==> config.mk <==
export PLATFORM = sky130hd
export DESIGN_NAME = div
export DESIGN_NICKNAME = d
export VERILOG_FILES = /design/src/rtl/div_pkg.sv /design/src/rtl/div.sv
export SDC_FILE = /design/constraint.sdc
export NUM_CORES = 1
export LEC_CHECK = 0
export ABC_AREA = 1
export CAP_MARGIN = 20
export CORE_UTILIZATION = 55
export CTS_BUF_LIST = sky130_fd_sc_hd__clkbuf_8
export CTS_CLUSTER_SIZE = 28
export DETAILED_ROUTE_END_ITERATION = 7
export DONT_BUFFER_PORTS = 1
export PLACE_DENSITY_LB_ADDON = 0.12
export SLEW_MARGIN = 20
export SYNTH_ARGS = -nofsm -noshare
export SYNTH_HDL_FRONTEND = slang
export SYNTH_SLANG_ARGS = --single-unit
==> constraint.sdc <==
create_clock -name clk -period 2 [get_ports clk]
set_input_delay 0.3 -clock clk [delete_from_list [all_inputs] [get_ports clk]]
set_output_delay 0.3 -clock clk [all_outputs]
set_load 0.01 [all_outputs]
==> src/rtl/div_pkg.sv <==
// Shared constants for the divider: bus widths, FSM state encodings,
// handshake levels and a few two's-complement helpers.
package div_pkg;

  localparam int RegBusWidth       = 32;
  localparam int DoubleRegBusWidth = 64;

  // FSM state encodings
  localparam logic [1:0] DivFree   = 2'b00;
  localparam logic [1:0] DivByZero = 2'b01;
  localparam logic [1:0] DivOn     = 2'b10;
  localparam logic [1:0] DivEnd    = 2'b11;

  // Handshake levels
  localparam logic DivResultReady    = 1'b1;
  localparam logic DivResultNotReady = 1'b0;
  localparam logic DivStart          = 1'b1;
  localparam logic DivStop           = 1'b0;

  // Two's-complement negation of a register-bus word.
  function automatic logic [RegBusWidth-1:0] neg_word(input logic [RegBusWidth-1:0] v);
    return ~v + 32'd1;
  endfunction

  // Magnitude of a word when the divide is signed and the word is negative.
  function automatic logic [RegBusWidth-1:0] mag_word(input logic is_signed,
                                                      input logic [RegBusWidth-1:0] v);
    return (is_signed && v[RegBusWidth-1]) ? neg_word(v) : v;
  endfunction

  // Apply a conditional negation (sign correction of a result half).
  function automatic logic [RegBusWidth-1:0] fix_sign(input logic do_neg,
                                                      input logic [RegBusWidth-1:0] v);
    return do_neg ? neg_word(v) : v;
  endfunction

endpackage

==> src/rtl/div.sv <==
// 32-bit restoring divider, one quotient bit per cycle.
// result_o = {remainder, quotient}; signed divides round toward zero and
// the remainder takes the sign of the dividend.
// Optional macro DIV_ZERO_DETECT_EN: a zero divisor short-cuts through the
// BYZERO state and returns an all-zero result after two edges instead of
// running the full iteration.
module div
  import div_pkg::*;
(
  input  logic                         clk,
  input  logic                         rst,
  input  logic                         signed_div_i,
  input  logic [RegBusWidth-1:0]       opdata1_i,
  input  logic [RegBusWidth-1:0]       opdata2_i,
  input  logic                         start_i,
  input  logic                         annul_i,
  output logic [DoubleRegBusWidth-1:0] result_o,
  output logic                         ready_o
);

  logic [1:0]             state_r;
  logic [5:0]             cnt_r;
  logic [RegBusWidth-1:0] rem_r;      // partial remainder
  logic [RegBusWidth-1:0] quo_r;      // dividend shifting out, quotient shifting in
  logic [RegBusWidth-1:0] divisor_r;
  logic                   neg_quo_r;
  logic                   neg_rem_r;

  logic [RegBusWidth:0]   partial_s;
  logic                   fits_s;
  logic [RegBusWidth-1:0] rem_next_s;
  logic [RegBusWidth-1:0] quo_next_s;
  logic                   zero_div_s;

`ifdef DIV_ZERO_DETECT_EN
  assign zero_div_s = (opdata2_i == 32'd0);
`else
  assign zero_div_s = 1'b0;
`endif

  // One restoring step: shift in the next dividend bit, trial-subtract, keep or restore.
  always_comb begin
    partial_s  = {rem_r, quo_r[RegBusWidth-1]};
    fits_s     = (partial_s >= {1'b0, divisor_r});
    rem_next_s = partial_s[RegBusWidth-1:0];
    quo_next_s = {quo_r[RegBusWidth-2:0], 1'b0};
    if (fits_s) begin
      // partial < 2*divisor here, so the difference always fits in 32 bits
      rem_next_s = partial_s[RegBusWidth-1:0] - divisor_r;
      quo_next_s = {quo_r[RegBusWidth-2:0], 1'b1};
    end else begin
      rem_next_s = partial_s[RegBusWidth-1:0];
      quo_next_s = {quo_r[RegBusWidth-2:0], 1'b0};
    end
  end

  // Control FSM, datapath registers and registered outputs.
  always_ff @(posedge clk or negedge rst) begin
    if (!rst) begin
      state_r   <= DivFree;
      cnt_r     <= 6'd0;
      rem_r     <= 32'd0;
      quo_r     <= 32'd0;
      divisor_r <= 32'd0;
      neg_quo_r <= 1'b0;
      neg_rem_r <= 1'b0;
      ready_o   <= DivResultNotReady;
      result_o  <= 64'd0;
    end else begin
      case (state_r)
        DivFree: begin
          if (start_i == DivStart && !annul_i) begin
            cnt_r     <= 6'd0;
            rem_r     <= 32'd0;
            quo_r     <= mag_word(signed_div_i, opdata1_i);
            divisor_r <= mag_word(signed_div_i, opdata2_i);
            neg_quo_r <= signed_div_i & (opdata1_i[RegBusWidth-1] ^ opdata2_i[RegBusWidth-1]);
            neg_rem_r <= signed_div_i & opdata1_i[RegBusWidth-1];
            state_r   <= zero_div_s ? DivByZero : DivOn;
          end else begin
            state_r <= DivFree;
          end
        end
        DivByZero: begin
          result_o <= 64'd0;
          ready_o  <= DivResultReady;
          state_r  <= DivEnd;
        end
        DivOn: begin
          if (annul_i) begin
            // flushed: drop the operation without touching the outputs
            state_r <= DivFree;
          end else if (cnt_r == 6'd32) begin
            result_o <= {fix_sign(neg_rem_r, rem_r), fix_sign(neg_quo_r, quo_r)};
            ready_o  <= DivResultReady;
            state_r  <= DivEnd;
          end else begin
            rem_r <= rem_next_s;
            quo_r <= quo_next_s;
            cnt_r <= cnt_r + 6'd1;
          end
        end
        DivEnd: begin
          // held until the execute stage drops start; annul is deliberately ignored
          if (start_i == DivStop) begin
            result_o <= 64'd0;
            ready_o  <= DivResultNotReady;
            state_r  <= DivFree;
          end else begin
            state_r <= DivEnd;
          end
        end
        default: begin
          result_o <= 64'd0;
          ready_o  <= DivResultNotReady;
          state_r  <= DivFree;
        end
      endcase
    end
  end

endmodule

# Yosys cells after proc, flatten, opt, wreduce, memory -nomap -nowiden
# Index checks and enable logic that the tools add are counted.
dict set report op_classes {
  add_sub_neg 6
  mul 0
  n_div 0
  order_cmp 1
  n_eq_ne 10
  shifts 0
  n_mux 31
  n_bitwise 7
  reduce_logical 10
}
# op count
set op_table {}
lappend op_table {{$mux W32} 11}
lappend op_table {{$mux W64} 3}
lappend op_table {{$pmux W64 S3} 1}
lappend op_table {{$add A32 B1 Y32 const B} 4}
lappend op_table {{$not A32 Y32} 4}
lappend op_table {{$pmux W32 S2} 2}
lappend op_table {{$ge A33 B32 Y1} 1}
lappend op_table {{$sub A32 B32 Y32} 1}
lappend op_table {{$mux W6} 3}
lappend op_table {{$pmux W6 S2} 1}
lappend op_table {{$ne A2 B2 Y1 const B} 5}
lappend op_table {{$mux W2} 4}
lappend op_table {{$pmux W2 S4} 1}
lappend op_table {{$reduce_and A4 Y1} 2}
lappend op_table {{$add A6 B1 Y6 const B} 1}
lappend op_table {{$eq A6 B6 Y1 const B} 1}
lappend op_table {{$eq A2 B2 Y1 const B} 2}
lappend op_table {{$mux W1} 4}
lappend op_table {{$logic_and A1 B1 Y1} 3}
lappend op_table {{$ne A3 B3 Y1 const B} 1}
lappend op_table {{$pmux W1 S3} 1}
lappend op_table {{$reduce_bool A3 Y1} 1}
lappend op_table {{$and A1 B1 Y1} 2}
lappend op_table {{$eq A2 B1 Y1 const B} 1}
lappend op_table {{5 further kinds} 5}
dict set report totals {
  reg_bits 171
  latchBits 0
  mem_bits_rw 0
  romBits 0
  word_cells 74
  n_memories 0
}

# Longest topological paths before layout
# Gate-level depths: netlist of the first run.
dict set report depth {
  ltp_word 6
  ltp_mapped 16
}

# Worst setup path before layout of the first run
# Ideal clock, no wire load.
dict set report synth_timing {
  path_type {register -> register}
  from {register quo_r[31]}
  to {register rem_r[28]}
  arrival_ns 1.855
  required_time_ns 1.884
  path_slack_ns 0.029
  stages_incl_launch_ff 17
  n_path_buf 0
  period_less_slack_ns 1.971
  cell_sequence {dfrtp_1 inv_1 ha_1 inv_1 fa_1 nand2_1 nand2_1 nand3_1 nand2_1 nand2_1 nand2_1 nand2_1 nand2_1 nand2_1 nand3_2 nand2_1 nand2_1}
}
dict set report synth_via {
  elab_chain_len 5
  word_cells_on_any_way 6
  classes_between {add/sub (1); order compare (1); mux (4)}
}
# element line_no
set synth_lines {}
lappend synth_lines {{start: declaration} div.sv:24} ;# logic [RegBusWidth-1:0] quo_r;
lappend synth_lines {{start signal: assignment} div.sv:75} ;# quo_r <= mag_word(signed_div_i, opdata1_i);
lappend synth_lines {{start signal: assignment} div.sv:99} ;# quo_r <= quo_next_s;
lappend synth_lines {{$sub A32 B32 Y32 / $ge A33 B32 Y1 (equally long branches)} {div.sv:49, div.sv:44}}
lappend synth_lines {{$mux W32 (*)} div.sv:47} ;# if (fits_s) begin
lappend synth_lines {{$mux W32 (*)} div.sv:93} ;# end else if (cnt_r == 6'd32) begin
lappend synth_lines {{$mux W32 (*)} div.sv:90} ;# if (annul_i) begin
lappend synth_lines {{$pmux W32 S2 (*)} div.sv:70} ;# case (state_r)
lappend synth_lines {{end signal: assignment} div.sv:98} ;# rem_r <= rem_next_s;
lappend synth_lines {{end: declaration} div.sv:23} ;# logic [RegBusWidth-1:0] rem_r;
# Mark *: on every way between the ends. The rest lies on a longest branch, timed or not. The select of a mux whose other input is x is not followed.
# A chain may end at the register's enable or synchronous reset.

# Worst setup path after layout of the first run
dict set report layout_timing {
  from {register rem_r[25]}
  to {register rem_r[6]}
}
dict set report layout_via {
  elab_chain_len 5
}
# element line_no
set layout_lines {}
lappend layout_lines {{$ge A33 B32 Y1} div.sv:44} ;# fits_s = (partial_s >= {1'b0, divisor_r});
lappend layout_lines {{$mux W32} div.sv:47}
lappend layout_lines {{$mux W32} div.sv:93}
lappend layout_lines {{$mux W32} div.sv:90}
lappend layout_lines {{$pmux W32 S2} div.sv:70}
# No other way between the ends. The select of a mux whose other input is x is not followed.

==> impl_metrics.py, run 1 <==
metrics = {
    "run_status": {
        "status": "complete, but fails checks",
        "violations": "negative hold slack, negative setup slack",
    },
    "logic_synthesis": {
        "synth_commonest_cells": "nand2_1 (746), inv_1 (303), nand3_1 (216)",
        "seq_area_frac_synth_pct": 31.8,
        "synth_nets": 2248,
        "synth_top_area_share_pct": 31.8,
        "synthTopCellsByArea": "dfrtp_1 (32%), nand2_1 (21%), inv_1 (8.4%), nand3_1 (8.0%), nor2_1 (4.8%)",
        "synth-edff-count": 0,
        "synth_cell_type_count": 51,
        "yosysMostFrequentCell": "nand2_1",
        "syn_inst": 2140,
        "ys.flop_type": "dfrtp_1",
        "syn_avg_cell_area_um2": 6.30,
        "ys_ff_latch": 171,
        "postSynth.asyncResetShare_pct": 100,
        "yosysWarnings": 0,
        "synth_top_cell_by_area": "dfrtp_1",
        "syn_area_um2": 13500,
    },
    "power_and_ir_drop": {
        "totalPowerFinal_mw": 21.6,
        "power.density_nw_per_um2": 1270,
        "peakVddDrop_uv": 763,
        "power.leakage_nw": 9.02,
    },
    "sta": {
        "worstMarginPinSlew_ns": 0.577,
        "setup_viol": 33,
        "hold_viol_final": 171,
        "fin_crit_ns": 2.16,
        "timing.max_slew.rel_slack_pct": 61.5,
        "fin_worst_skew_ns": 0.0223,
        "hold_slack_ns": -0.529,
        "slew_violations": 0,
        "setup_ws_ns": -0.158,
        "finalCritPeriodShare_pct": 108,
        "timing.fmax_ghz": 0.463,
        "grt_setup_unrepaired": "yes",
    },
    "route": {
        "drtIter0Drc": 1514,
        "dr.pass1.iters": 6,
        "ant_nets": 0,
        "num_vias": 15000,
        "wl_per_cell_um": 18.1,
        "wirelength_mm": 48.2,
        "drc": 0,
        "drt-vias-per-instance": 5.65,
    },
    "critical_path": {
        "path_cells": "ha_4, nand2_2, nand2_2, nand2_2, nand3_2, a21oi_2, nand2_2, nor2_8, buf_6, nand3_1, nand3_1, nand2_1",
        "worstPathRequired_ns": 2.39,
        "cp-end-kind": "flip-flop",
        "critPathKind": "reg -> reg",
        "worstPathArrival_ns": 2.55,
        "worstSetupStartpointType": "flip-flop",
        "crit_path_top_delay_cell": "dfrtp_2",
        "cpPeakStageDelay_ns": 0.48,
        "reg2reg_depth": 12,
        "crit_path_max_fanout": 12,
        "cpMostUsedCell": "nand2_2",
    },
    "global_route": {
        "grt_pass1_wl_mm": 72.6,
        "antenna_found_initial": 0,
        "grt_pass1_vias": 13700,
        "grt_max_degree": 172,
        "grt_use_total_pct": 37.9,
        "globalRouteOverflowTotal": 0,
    },
    "floorplan": {
        "initial_core_util_pct": 56.7,
        "die_w_um": 159,
        "die_area_um2": 25100,
        "io_pins": 134,
        "core_area_um2": 23800,
        "fp.dieH_um": 159,
        "rows": 56,
    },
    "clock_tree": {
        "insertion_delay_ns": 0.51,
        "cts_buffers": 17,
        "cts.clk_slew.worst_paths_ns": 0.12,
        "cts_buffer_depth": 2,
        "cts-hold-fix-buffers": 11,
        "htreeDepth": 4,
        "cts_sinks": 171,
        "root_buffer": "clkbuf_8",
        "cts_tree": "built",
    },
    "placed_design": {
        "port_buffers": 0,
        "place_area_um2": 15000,
        "place.detailed.hpwl_mm": 35.2,
        "dp.cells": 2583,
        "place_congestion": 0.984,
    },
    "layout": {
        "syn_to_final_growth_pct": 26.6,
        "antenna_cells": 0,
        "final_cell_area_um2": 17100,
        "final_net_count": 2435,
        "drive_gt1_share_pct": 22.1,
        "stdcell_count": 2659,
    },
    "run": {
        "cap_violations": 0,
    },
    "hold_path": {
        "min_path_type": "in -> async",
    },
}
## kinds of logic after synthesis
family,after synthesis,share of synthesized area (%)
fa+ha+maj,39,3.68
compound gates,250,10.6
xor+xnor,43,2.80
buf+inv,375,11.0
flops,171,31.8
simple gates,1262,40.2
## sequential cells by signal (all words and copies together) (netlist names)
register	count
divisor_r	32
quo_r	32
ready_o	1
neg_quo_r	1
cnt_r	6
state_r	2
result_o	64
rem_r	32
neg_rem_r	1
## power by group
part	internal [mW]	switching (mW)	total (mW)
combinational	5.59	8.02	13.6
clock	0.956	1.67	2.63
sequential	4.40	0.954	5.36
total	11.0	10.6	21.6
## routing by layer
layer	vias up	GRT usage [%]	share of wire, %
li1	7197	-	-
met1	6988	50.8	41
met5	-	0	0
met2	708	61.0	46
met3	120	7.49	9.9
met4	0	12.7	3.7
## critical path, delay by kind of cell, from the launching register on
family,cells,cell delay (ns)
buffers and inverters,1,0.19
DFF,1,0.48
and+or+nand+nor,9,0.91
AOI/OAI and AO/OA,1,0.18
adders and majority gates,1,0.26
## metrics by stage
stage / worst slack [ns] / utilization, % / setup TNS, ns
global placement: -0.396 / 63.4 / -9.76
detailed placement: -0.379 / 63.4 / -9.90
CTS: -0.106 / 68.2 / -2.65
finish: -0.158 / 71.8 / -2.76
floorplan: 0.0289 / - / 0
global route: -0.221 / 71.8 / -5.77
## cell usage in the layout (no fill, tap or decap), drive strengths merged
master       count
inv            321
fa               1
bufbuf           1
clkbuf          22
or2              9
a21o             1
a221oi           1
o211ai           6
and2             3
a2bb2oi          2
a21oi           87
nand3          223
o21a             2
a22oi            8
nor3            38
ha              38
nand4           32
o21bai           3
o31ai           10
o221ai           2
xnor2           17
clkinvlp         2
nor3b            2
nand2          755
o22ai            1
o21ai          118
buf            213
nor2           185
a21boi           1
nand3b          12
nor4             3
xor2            26
dfrtp          171
dlygate4sd3     11
a31oi            1
clkinv           5
o41ai            7
## layout make-up
class / count / area, um2
Inverter: 313 / 1190
Sequential cell: 171 / 4310
Multi-Input combinational cell: 1594 / 8720
Timing Repair Buffer: 230 / 2050
Fill cell: 1974 / 6690
Clock buffer: 17 / 234
Clock inverter: 15 / 164
Tap cell: 319 / 399
## path summary, 6_finish.rpt
check | startpoint | end | slack [ns]
max | rem_r[25]$_DFFE_PN0P_ | rem_r[6]$_DFFE_PN0P_ | -0.16
min | rst | quo_r[24]$_DFFE_PN0P_ | -0.53
max reg2reg | rem_r[25]$_DFFE_PN0P_ | rem_r[6]$_DFFE_PN0P_ | -0.16
min reg2reg | divisor_r[24]$_DFFE_PN0P_ | divisor_r[24]$_DFFE_PN0P_ | 0.50
max in group asynchronous | rst | divisor_r[28]$_DFFE_PN0P_ | 2.31
min in group clk | opdata2_i[9] | divisor_r[9]$_DFFE_PN0P_ | 0
## what timing repair did
item | CTS | global route
pin swaps | 10 | 57
gates cloned | 3 | 6
hold endpoints to repair | 182 | 171
buffers inserted | 7 | 19
gates resized for setup | 100 | 170
setup endpoints to repair | 49 | 124
No activity file was read; power rests on OpenSTA's default activity.
==> inputs of run 2 (changes only) <==
CAP_MARGIN = unset   (was 20)
==> results of run 2 <==
No change in the layout: final DEF, timing and power equal those of run 1.
